## src/rtl/fifo_pkg.sv

```systemverilog
// Shared FIFO defaults and flag helpers.
// Reused by fifo_lvl, uart_rx and uart_tx.
package fifo_pkg;

    localparam int FIFO_B  = 8;
    localparam int FIFO_W  = 4;
    localparam int FIFO_AE = 1;
    localparam int FIFO_AF = 2**FIFO_W - 1;

    typedef enum logic [1:0] {
        OP_IDLE = 2'b00,
        OP_PUSH = 2'b01,
        OP_POP  = 2'b10,
        OP_BOTH = 2'b11
    } fifo_op_e;

    typedef struct packed {
        logic empty;
        logic full;
        logic aempty;
        logic afull;
    } fifo_flags_t;

    localparam fifo_flags_t FLAGS_RST = '{
        empty:  1'b1,
        full:   1'b0,
        aempty: 1'b1,
        afull:  1'b0
    };

    function automatic fifo_flags_t lvl_flags(
        input int lvl,
        input int depth,
        input int ae,
        input int af
    );
        fifo_flags_t f;
        f.empty  = (lvl == 0);
        f.full   = (lvl == depth);
        f.aempty = (lvl <= ae);
        f.afull  = (lvl >= af);
        return f;
    endfunction

endpackage

```

## src/rtl/fifo_ram.sv

```systemverilog
// FIFO storage: one write port, asynchronous read.
// Contents are deliberately never reset.
module fifo_ram
    import fifo_pkg::*;
#(
    parameter int B = FIFO_B,
    parameter int W = FIFO_W
) (
    input  logic         clk,
    input  logic         we_i,
    input  logic [W-1:0] w_addr_i,
    input  logic [B-1:0] w_data_i,
    input  logic [W-1:0] r_addr_i,
    output logic [B-1:0] r_data_o
);

    logic [B-1:0] mem_q [2**W];

    always_ff @(posedge clk) begin
        if (we_i) begin
            mem_q[w_addr_i] <= w_data_i;
        end
    end

    assign r_data_o = mem_q[r_addr_i];

endmodule

```

## src/rtl/fifo_lvl.sv

```systemverilog
// Show-ahead FIFO with registered level, threshold
// flags and sticky overflow/underflow indicators.
module fifo_lvl
    import fifo_pkg::*;
#(
    parameter int B  = FIFO_B,
    parameter int W  = FIFO_W,
    parameter int AE = FIFO_AE,
    parameter int AF = 2**W - 1
) (
    input  logic         clk,
    input  logic         reset,
    input  logic         clr,
    input  logic         rd,
    input  logic         wr,
    input  logic [B-1:0] w_data,
    output logic [B-1:0] r_data,
    output logic         empty,
    output logic         full,
    output logic         almost_empty,
    output logic         almost_full,
    output logic [W:0]   level,
    output logic         overflow,
    output logic         underflow
);

    localparam int         DEPTH   = 2**W;
    localparam logic [W-1:0] PTR_ONE = 1;
    localparam logic [W:0]   LVL_ONE = 1;

    logic [W-1:0] wptr_q, wptr_d;
    logic [W-1:0] rptr_q, rptr_d;
    logic [W:0]   level_q, level_d;
    fifo_flags_t  flags_q, flags_d;
    logic         ovf_q, ovf_d;
    logic         unf_q, unf_d;

    logic         rd_ok;
    logic         wr_ok;
    logic         we;
    fifo_op_e     op;

    // A full FIFO still takes a write when a pop frees a slot.
    assign rd_ok = rd & ~flags_q.empty;
    assign wr_ok = wr & (~flags_q.full | rd_ok);
    assign op    = fifo_op_e'({rd_ok, wr_ok});
    assign we    = wr_ok & ~clr;

    always_comb begin
        wptr_d  = wptr_q;
        rptr_d  = rptr_q;
        level_d = level_q;
        ovf_d   = ovf_q;
        unf_d   = unf_q;

        if (clr) begin
            wptr_d  = '0;
            rptr_d  = '0;
            level_d = '0;
            ovf_d   = 1'b0;
            unf_d   = 1'b0;
        end else begin
            unique case (op)
                OP_PUSH: begin
                    wptr_d  = wptr_q + PTR_ONE;
                    level_d = level_q + LVL_ONE;
                end
                OP_POP: begin
                    rptr_d  = rptr_q + PTR_ONE;
                    level_d = level_q - LVL_ONE;
                end
                OP_BOTH: begin
                    wptr_d = wptr_q + PTR_ONE;
                    rptr_d = rptr_q + PTR_ONE;
                end
                default: begin
                    level_d = level_q;
                end
            endcase

            if (wr && !wr_ok) begin
                ovf_d = 1'b1;
            end
            if (rd && flags_q.empty) begin
                unf_d = 1'b1;
            end
        end

        flags_d = lvl_flags(int'(level_d), DEPTH, AE, AF);
    end

    always_ff @(posedge clk or posedge reset) begin
        if (reset) begin
            wptr_q  <= '0;
            rptr_q  <= '0;
            level_q <= '0;
            flags_q <= FLAGS_RST;
            ovf_q   <= 1'b0;
            unf_q   <= 1'b0;
        end else begin
            wptr_q  <= wptr_d;
            rptr_q  <= rptr_d;
            level_q <= level_d;
            flags_q <= flags_d;
            ovf_q   <= ovf_d;
            unf_q   <= unf_d;
        end
    end

    fifo_ram #(
        .B (B),
        .W (W)
    ) u_ram (
        .clk      (clk),
        .we_i     (we),
        .w_addr_i (wptr_q),
        .w_data_i (w_data),
        .r_addr_i (rptr_q),
        .r_data_o (r_data)
    );

    assign empty        = flags_q.empty;
    assign full         = flags_q.full;
    assign almost_empty = flags_q.aempty;
    assign almost_full  = flags_q.afull;
    assign level        = level_q;
    assign overflow     = ovf_q;
    assign underflow    = unf_q;

endmodule

```

## config.mk

```make
export PLATFORM = sky130hd
export DESIGN_NAME = fifo_lvl
export DESIGN_NICKNAME = d
export VERILOG_FILES = /design/src/rtl/fifo_pkg.sv /design/src/rtl/fifo_ram.sv /design/src/rtl/fifo_lvl.sv
export SDC_FILE = /design/constraint.sdc
export NUM_CORES = 1
export LEC_CHECK = 0
export BUFFER_PORTS_ARGS = -buffer_cell sky130_fd_sc_hd__buf_4
export CORE_MARGIN = 10
export CORE_UTILIZATION = 55
export CTS_CLUSTER_DIAMETER = 100
export CTS_CLUSTER_SIZE = 40
export DETAILED_ROUTE_END_ITERATION = 10
export MAX_ROUTING_LAYER = met4
export PLACE_DENSITY = 0.73
export REMOVE_ABC_BUFFERS = 1
export SLEW_MARGIN = 40
export SYNTH_ARGS = -nofsm -noshare
export SYNTH_HDL_FRONTEND = slang
export SYNTH_HIERARCHICAL = 1
export SYNTH_SLANG_ARGS = --single-unit
```

## constraint.sdc

```tcl
create_clock -name clk -period 2.9 [get_ports clk]
set_input_delay 0.58 -clock clk [delete_from_list [all_inputs] [get_ports clk]]
set_output_delay 0.58 -clock clk [all_outputs]
set_load 0.02 [all_outputs]
```

Yosys cells after proc, flatten, opt, wreduce, memory -nomap -nowiden
Memories as Yosys holds them, arrays and structs flattened.
Cells that the tools add are included.
{"block": "word_totals", "reg_bits": 19, "ramBits": 128, "input_bits": 13, "elab_cells": 49, "mem_count": 1}
{"block": "op_classes", "addsub": 4, "n_lt_le_gt_ge": 2, "eq_ne": 4, "n_mux": 12, "bitwise": 7, "reduce_logical": 10}
{"memory": "u_ram.mem_q", "words": 16, "width": 8, "rd": 1, "rd_clocked_by_memory_dff": 0, "write_ports": 1, "line_no": "fifo_ram.sv:17", "source": "logic [B-1:0] mem_q [2**W];"}
{"cell": "$mux W4", "count": 4}
{"cell": "$pmux W5 S2", "count": 1}
{"cell": "$add A4 B1 Y4 const B", "count": 2}
{"cell": "$reduce_bool A2 Y1", "count": 4}
{"cell": "$mux W1", "count": 6}
{"cell": "$add A5 B1 Y5 const B", "count": 1}
{"cell": "$eq A5 B5 Y1 const B", "count": 1}
{"cell": "$ge A5 B4 Y1 const B", "count": 1}
{"cell": "$le A5 B1 Y1 const B", "count": 1}
{"cell": "$logic_not A5 Y1", "count": 1}
{"cell": "$mux W5", "count": 1}
{"cell": "$sub A5 B1 Y5 const B", "count": 1}
{"cell": "$eq A2 B2 Y1 const B", "count": 2}
{"cell": "$reduce_or A2 Y1", "count": 2}
{"cell": "$and A1 B1 Y1", "count": 3}
{"cell": "$not A1 Y1", "count": 3}
{"cell": "$eq A2 B1 Y1 const B", "count": 1}
{"cell": "$logic_and A1 B1 Y1", "count": 2}
{"cell": "$logic_not A1 Y1", "count": 1}
{"cell": "$or A1 B1 Y1", "count": 1}

Logic depth before layout (Yosys ltp)
Gate-level depths: netlist of run 1.
{"block": "depth", "word_depth": 8, "depth_mapped": 12, "ltp_nobuf": 11}

By module
The synthesis of run 1 kept the hierarchy.
{"mod": "fifo_ram", "instances": 1, "cells_each": 221, "area_each_um2": 4987.3}
{"mod": "fifo_lvl", "instances": 1, "cells_each": 112, "area_each_um2": 1098.6}

Least setup slack after synthesis of run 1
Ideal clock, no wire load.
{"block": "synth_timing", "path_kind": "register to register", "startpoint": "register flags_q, in the netlist empty", "endpoint": "register flags_q, in the netlist empty", "setup_ns": 0.089, "arrival_ns": 2.804, "required_time_ns": 2.811, "setup_slack_ns": 0.006, "path_stages_with_launch": 12, "n_path_buf": 1, "period_less_slack_ns": 2.894, "path_cell_list": "dfstp_2 nand2b_1 inv_1 ha_1 buf_2 xor2_1 ha_1 a21oi_1 xnor3_1 a211o_1 a21o_1 a211oi_1"}
{"item": "start: declaration", "line_no": "fifo_lvl.sv:34", "source": "fifo_flags_t flags_q, flags_d;"}
{"item": "start signal: assignment", "line_no": "fifo_lvl.sv:104", "source": "flags_q <= flags_d;"}

Worst setup path in the final report of run 1
{"block": "layout_timing", "startpoint": "register rptr_q[0]", "endpoint": "output r_data[0]"}
{"block": "layout_via", "elab_chain_len": 1}
{"item": "start: declaration", "line_no": "fifo_lvl.sv:32", "source": "logic [W-1:0] rptr_q, rptr_d;"}
{"item": "start signal: assignment", "line_no": "fifo_lvl.sv:102", "source": "rptr_q <= rptr_d;"}
{"item": "$mem_v2 Z16 W8"}
{"item": "end: declaration", "line_no": "fifo_lvl.sv:17", "source": "output logic [B-1:0] r_data,"}
No other way between the ends.

==> results by group, run 1 <==
CTS
  • Total CTS buffers: 17
  • Worst-path clk slew: 0.06 ns
  • Clock root buffer: clkbuf_8
  • Clk sinks: 147
  • Clk Latency, worst-skew pair: 0.52 ns
  • TritonCTS clock tree: yes
  • H-tree depth: 4
  • CTS max path bufs: 2

Global routing
  • Grt ovf: 0
  • Largest net degree at the start of global routing: 21
  • Initial antenna violation count: 0
  • Total track usage: 0.163
  • First-pass GRT wire length: 18800 µm
  • Vias in the first global route: 3387

Timing
  • Final Cycle Share: 0.975
  • Final Max Tran Viols: 0
  • Period minus WS final: 2.83 ns
  • Final Skew: 0.00558 ns
  • Final setup violation count: 0
  • Slew @ Worst Pin: 0.734 ns
  • Setup slack after layout: 0.0737 ns
  • RSZ-0062 raised after global routing: yes
  • FMAX: 354 MHz
  • Slew margin rel.: 0.510
  • Final hold violations: 0
  • TNS Setup: 0 ns

Min path
  • HP Class: in2async

Die
  • Die height: 125 µm
  • Die Area: 15700 µm²
  • Ports: 32
  • Cell Rows: 38
  • Die W: 125 µm
  • Initial Utilization: 0.561
  • Core Region: 10800 µm²

Critical path
  • CP bufs+invs: 2
  • Worst EP arrival: 2.25 ns
  • Setup slack, reg-to-reg: 0.22 ns
  • Startpoint types: flip-flop
  • Worst-path cell chain: buf_12 -> mux4_1 -> a22oi_1 -> nand2_1 -> buf_4
  • CP peak stage delay: 0.55 ns
  • Crit-path slowest cell: mux4_1
  • Critical path class: reg2out
  • Critical Path RT: 2.32 ns
  • Reg-to-Reg End: almost_empty
  • Crit Reg-Reg Startpoint: empty
  • Cell family with most CP delay: multiplexers
  • Crit end category: output port
  • Critical Path Fanout Max: 15
  • R2R depth: 11

Place
  • Number of I/O port buffers: 31
  • Dpl cells: 518
  • Routability cong.: 0.842
  • Dpl hpwl: 7910 µm
  • Pre-CTS setup slack: -0.0279 ns

Logic synthesis
  • Post-synth top area share: 0.632
  • Mapped Cells: 333
  • Largest area contributor in the netlist: edfxtp_1
  • Syn Std Cell Area: 6090 µm²
  • Sequential area share after synthesis: 0.710
  • Mapped Avg Cell Area: 18.3 µm²
  • FFs w/ async S/R, synth: 0.129
  • Top_reg_cell synth: edfxtp_1
  • Most frequent cell after synthesis: edfxtp_1
  • Commonest cells post-synth: 128 x edfxtp_1, 33 x nor2_1, 18 x mux4_2, 17 x dfrtp_1
  • Synth Register Bits: 147
  • Number of synthesized flops with an enable pin: 128
  • YS warnings: 6
  • Distinct cell type count of the synthesized netlist: 44
  • Top post-synthesis cells by area: edfxtp_1 63%, dfrtp_1 7.0%, mux4_2 6.7%, mux4_1 6.0%, nor2_1 2.0%

Layout
  • FILL cells: 703
  • Final #Nets: 420
  • Multi-input logic area: 1650 µm²
  • # diodes: 0
  • Layout cells sized above 1: 0.295
  • Syn-to-layout area delta: 19.1%
  • Utilization after layout: 0.669
  • Register area: 4320 µm²
  • Final Non-Filler Cells: 550

Drt
  • Final wirelength: 12200 µm
  • Routed len/inst: 22.1 µm
  • Drt drc: 0
  • Vias per std cell: 5.93
  • ANT nets after route: 0
  • Via Count: 3262
  • 1st-iter DRT viols: 340
  • Detailed Routing Iterations Pass 1: 4

Power
  • Psw: 1.44 mW
  • Clock power frac: 0.365
  • P per Cell Area: 781 nW/µm²
  • Cell-internal power: 4.22 mW
  • Logic pwr share: 0.194
  • Flop pwr share: 0.440
  • Net Sw Frac: 0.254
  • Power, Total: 5.66 mW
  • Worst vdd ir: 0.471 mV
  • Pleak: 2.57 nW

Run
  • Max cap viols: 0

Outcome
  • Status: complete, no violations
==> kinds of logic (layout without fill, tap and decap cells) <==
family,after synthesis,count (layout),synth area share
DFF,147,147,0.710
and+or+nand+nor,70,70,0.0524
AOI/OAI and AO/OA,41,41,0.0481
muxes,34,34,0.132
buffers and inverters,22,99,0.0230
xor gates and xnor gates,12,12,0.0195
adders and majority gates,7,7,0.0144
==> per-stage QoR <==
stage                     cell area [µm²]  hold WS [ns]
after floorplan                      5970         0.530
after global placement               6620         0.495
after detailed placement             6620         0.509
after CTS                            7190         0.207
after global routing                 7250         0.221
final                                7250         0.187
==> worst reg2reg max path: cells and delay by family (launching register included) <==
family | cells | cell delay (ns)
and+or+nand+nor | 3 | 0.41
DFF | 1 | 0.55
AOI/OAI and AO/OA | 4 | 0.88
xor gates and xnor gates | 2 | 0.32
adders and majority gates | 2 | 0.45
==> cell usage in the layout, fill, tap and decap left out, types with 4 or more instances in the layout <==
cell type	count
nor2_1	32
a22oi_2	4
mux4_1	13
edfxtp_1	128
dfrtp_1	16
nor3_1	4
inv_1	6
ha_1	7
buf_4	58
nand2_1	16
xor2_1	6
clkbuf_16	17
a21oi_1	7
a22oi_1	12
mux4_2	19
xnor2_1	5
==> flip-flops by register name, indices dropped and copies added, names as in the netlist <==
signal and flops:
u_ram/mem_q 128, empty 1, underflow 1, rptr_q 4
full 1, wptr_q 4, almost_full 1, almost_empty 1
overflow 1, level 5
==> layout make-up <==
class                      count  area share
sequential                   147       0.596
multi-input combinational    164       0.227
tap                          140      0.0242
clock buffer                  18      0.0576
inverter                       7     0.00362
clock inverter                11      0.0190
timing repair buffer          63      0.0721
==> timing repair <==
action / CTS / global route
setup buffers: 0 / 1
endpoints found under the setup margin: 2 / 6
pin swaps: 0 / 1
cloned: 0 / 2
gates resized for setup: 2 / 6
hold buffers: 0 / 0
endpoints found under the hold margin: 0 / 0
==> worst max path at each step <==
stage | startpoint | end | slack [ns] | cells past startpoint
2_1_floorplan | rptr_q[0] | r_data[0] | -0.0006 | 3
3_3_place_gp | rd | empty | 0.12 | 12
3_5_place_dp | rd | almost_empty | -0.03 | 12
4_1_cts | rptr_q[0] | r_data[5] | 0.0005 | 5
5_1_grt | rptr_q[0] | r_data[0] | -0.0007 | 5
6_report | rptr_q[0] | r_data[0] | 0.07 | 5
==> power groups by stage <==
stage | logic, mW | clock network (mW) | registers (mW)
after CTS | 1.06 | 2.09 | 2.49
after global placement | 1.02 | 0 | 2.52
after floorplan | 0.551 | 0 | 2.61
final | 1.10 | 2.07 | 2.49
after detailed placement | 1.05 | 0 | 2.53
after global routing | 1.18 | 2.19 | 2.51
==> layer usage <==
metal	global-route usage	wire length [µm]	up-vias
met1	0.191	4900	1657
li1	-	-	1468
met5	-	0	-
met2	0.259	6320	117
met3	0.0486	741	20
met4	0.0698	219	0
No activity file was read; power rests on OpenSTA's default activity.
==> run 2: changes to the inputs <==
Settings changed: ABC_AREA set to 1, PLACE_DENSITY 0.73 to 0.72.
==> run 2 against run 1 <==
- fmax up 2.7%
- clock skew about the same
- global-route usage up 2.6 points
- combinational power up 24%
- worst hold slack worse by 0.022 ns
==> results by group, run 2 <==
CTS
  • Total CTS buffers: 17 (unchanged)
  • CTS max path bufs: 2 (unchanged)
  • Worst-path clk slew: 0.06 ns (about the same)
  • CTS resizes: 0 (was 2)
  • Clock root buffer: clkbuf_16 (was clkbuf_8)
  • H-tree depth: 4 (unchanged)
  • Post-CTS Setup Bufs: 0 (unchanged)
  • Post-CTS Hold Fix Bufs: 0 (unchanged)
  • Clk sinks: 147 (unchanged)
  • Clk Latency, worst-skew pair: 0.41 ns (was 0.52 ns)
  • TritonCTS clock tree: yes (unchanged)

Global routing
  • Met1 usage: 0.226 (was 0.191)
  • Met2 Track Usage GR: 0.307 (was 0.259)
  • Grt ovf: 0 (unchanged)
  • Largest net degree at the start of global routing: 68 (was 21)
  • Global route hottest layer: met2 (unchanged)
  • Total track usage: 0.189 (was 0.163)
  • Met3 global-route usage: 0.0395 (was 0.0486)
  • First-pass GRT wire length: 23900 µm (was 18800 µm)
  • Initial antenna violation count: 0 (unchanged)
  • Vias in the first global route: 4772 (was 3387)

Critical path
  • Critical Path RT: 2.32 ns (about the same)
  • Worst EP arrival: 2.17 ns (was 2.25 ns)
  • Startpoint types: flip-flop (unchanged)
  • Critical Path Fanout Max: 67 (was 15)
  • Critical path class: reg2out (unchanged)
  • Crit end category: output port (unchanged)

Timing
  • Period minus WS final: 2.75 ns (was 2.83 ns)
  • Final Skew: 0.00535 ns (was 0.00558 ns)
  • TNS Setup: 0 ns (unchanged)
  • Final Cycle Share: 0.949 (was 0.975)
  • RSZ-0062 raised after global routing: no (was yes)
  • Final setup violation count: 0 (unchanged)
  • FMAX: 363 MHz (was 354 MHz)
  • Final Max Tran Viols: 0 (unchanged)
  • Slew @ Worst Pin: 0.739 ns (was 0.734 ns)
  • Final hold slack: 0.165 ns (was 0.187 ns)
  • Slew margin rel.: 0.507 (was 0.510)
  • Final hold violations: 0 (unchanged)

Outcome
  • Status: complete, no violations (unchanged)

Drt
  • ANT nets after route: 0 (unchanged)
  • Detailed Routing Iterations Pass 1: 5 (was 4)
  • 1st-iter DRT viols: 469 (was 340)
  • Drt drc: 0 (unchanged)
  • Routed len/inst: 16.7 µm (was 22.1 µm)
  • Via Count: 4721 (was 3262)
  • Final wirelength: 14700 µm (was 12200 µm)
  • Vias per std cell: 5.35 (was 5.93)

Logic synthesis
  • Most frequent cell after synthesis: nand2_1 (was edfxtp_1)
  • FFs w/ async S/R, synth: 0.129 (unchanged)
  • Commonest cells post-synth: 193 x nand2_1, 128 x edfxtp_1, 123 x inv_1, 103 x nand3_1, 36 x nor2_1 (was 128 x edfxtp_1, 33 x nor2_1, 18 x mux4_2, 17 x dfrtp_1)
  • Largest area contributor in the netlist: edfxtp_1 (unchanged)
  • Synth Register Bits: 147 (unchanged)
  • Sequential area share after synthesis: 0.644 (was 0.710)
  • Top post-synthesis cells by area: edfxtp_1 57%, nand2_1 11%, nand3_1 7.7%, inv_1 6.9%, dfrtp_1 6.3% (was edfxtp_1 63%, dfrtp_1 7.0%, mux4_2 6.7%, mux4_1 6.0%, nor2_1 2.0%)
  • Post-synth top area share: 0.573 (was 0.632)
  • Mapped Cells: 679 (was 333)
  • Number of synthesized flops with an enable pin: 128 (unchanged)
  • Syn Std Cell Area: 6710 µm² (was 6090 µm²)
  • Top_reg_cell synth: edfxtp_1 (unchanged)
  • Mapped Avg Cell Area: 9.88 µm² (was 18.3 µm²)
  • Distinct cell type count of the synthesized netlist: 29 (was 44)
  • YS warnings: 6 (unchanged)

Layout
  • Design Area, Final: 7620 µm² (was 7250 µm²)
  • Most common cell after layout, fill and taps aside: nand2_1 (was edfxtp_1)
  • Layout cells sized above 1: 0.130 (was 0.295)
  • Number of flip-flops in the largest register: 128 (unchanged)
  • Syn-to-layout area delta: 13.6% (was 19.1%)
  • FILL cells: 923 (was 703)
  • Register area: 4320 µm² (unchanged)
  • Multi-input logic area: 1730 µm² (was 1650 µm²)
  • # diodes: 0 (unchanged)
  • Final #Nets: 745 (was 420)
  • Most frequent cells in the layout: 193 x nand2_1, 128 x edfxtp_1, 122 x inv_1 (was 128 x edfxtp_1, 58 x buf_4, 32 x nor2_1)
  • Reg with most FFs: u_ram/mem_q (unchanged)

Die
  • Cell Rows: 40 (was 38)
  • Die height: 130 µm (was 125 µm)
  • Die Area: 17000 µm² (was 15700 µm²)
  • Initial Utilization: 0.561 (about the same)
  • Ports: 32 (unchanged)
  • Core Region: 12000 µm² (was 10800 µm²)
  • Die W: 130 µm (was 125 µm)

Place
  • Cell Area, Placed: 7120 µm² (was 6620 µm²)
  • Number of I/O port buffers: 31 (unchanged)
  • Routability cong.: 0.833 (was 0.842)
  • Dpl hpwl: 9270 µm (was 7910 µm)

Power
  • P per Cell Area: 755 nW/µm² (was 781 nW/µm²)
  • Worst vdd ir: 0.527 mV (was 0.471 mV)
  • Pleak: 3.42 nW (was 2.57 nW)

Run
  • Max cap viols: 0 (unchanged)

Min path
  • HP Class: in2async (unchanged)
run 2: logic make-up after synthesis:
logic type | Yosys count | share of synthesized area
XOR/XNOR | 2 | 0.00261
buffers and inverters | 153 | 0.0985
AND/OR/NAND/NOR | 354 | 0.229
adder cells (fa/ha/maj) | 7 | 0.0131
flip-flops | 147 | 0.644
AO/OA/AOI/OAI | 16 | 0.0123
run 2: worst max-delay path: stages, from the launching register on:
cell and delay (ns):
dfrtp_2 0.36, buf_4 0.57, nand2_1 0.13, nand3_1 0.13, nand3_1 0.10, nand3_1 0.15
nand2_1 0.10, buf_4 0.17
run 2: path summary, 6_finish.rpt:
path | from | endpoint | slack [ns] | cells after the start
setup / recovery | rptr_q[0] | r_data[2] | 0.15 | 7
hold / removal | reset | overflow | 0.16 | 2
setup reg to reg | empty | almost_empty | 0.52 | 17
hold reg to reg | underflow | underflow | 0.51 | 2
max in group asynchronous | reset | empty | 2.41 | 2
min in group clk | rd | underflow | 0.42 | 3
run 2: layout make-up:
class,instances,area share
clock buffer,19,0.0568
clock inverter,11,0.00936
inverter,128,0.0631
multi-input combinational,379,0.226
sequential,147,0.567
tap,147,0.0241
timing repair buffer,52,0.0529
run 2: metrics by stage:
stage	setup WS (ns)	std cells	util	power (mW)
3_3_place_gp	0.302	853	0.595	3.87
2_1_floorplan	-0.229	654	-	3.39
3_5_place_dp	0.195	853	0.595	3.89
6_report	0.147	883	0.637	5.75
5_1_grt	0.0161	883	0.637	6.04
4_1_cts	0.167	883	0.637	5.78
run 2: power breakdown:
part	switching, mW	internal [mW]
registers	0.0797	2.41
clock network	0.762	1.14
logic	0.902	0.454
total	1.74	4.01
run 2: layer usage:
metal	vias to the layer above	share of wire	routed length, µm
li1	2261	-	-
met1	2248	0.42	6240
met2	180	0.50	7360
met3	32	0.054	800
met4	0	0.022	325
met5	-	0	0
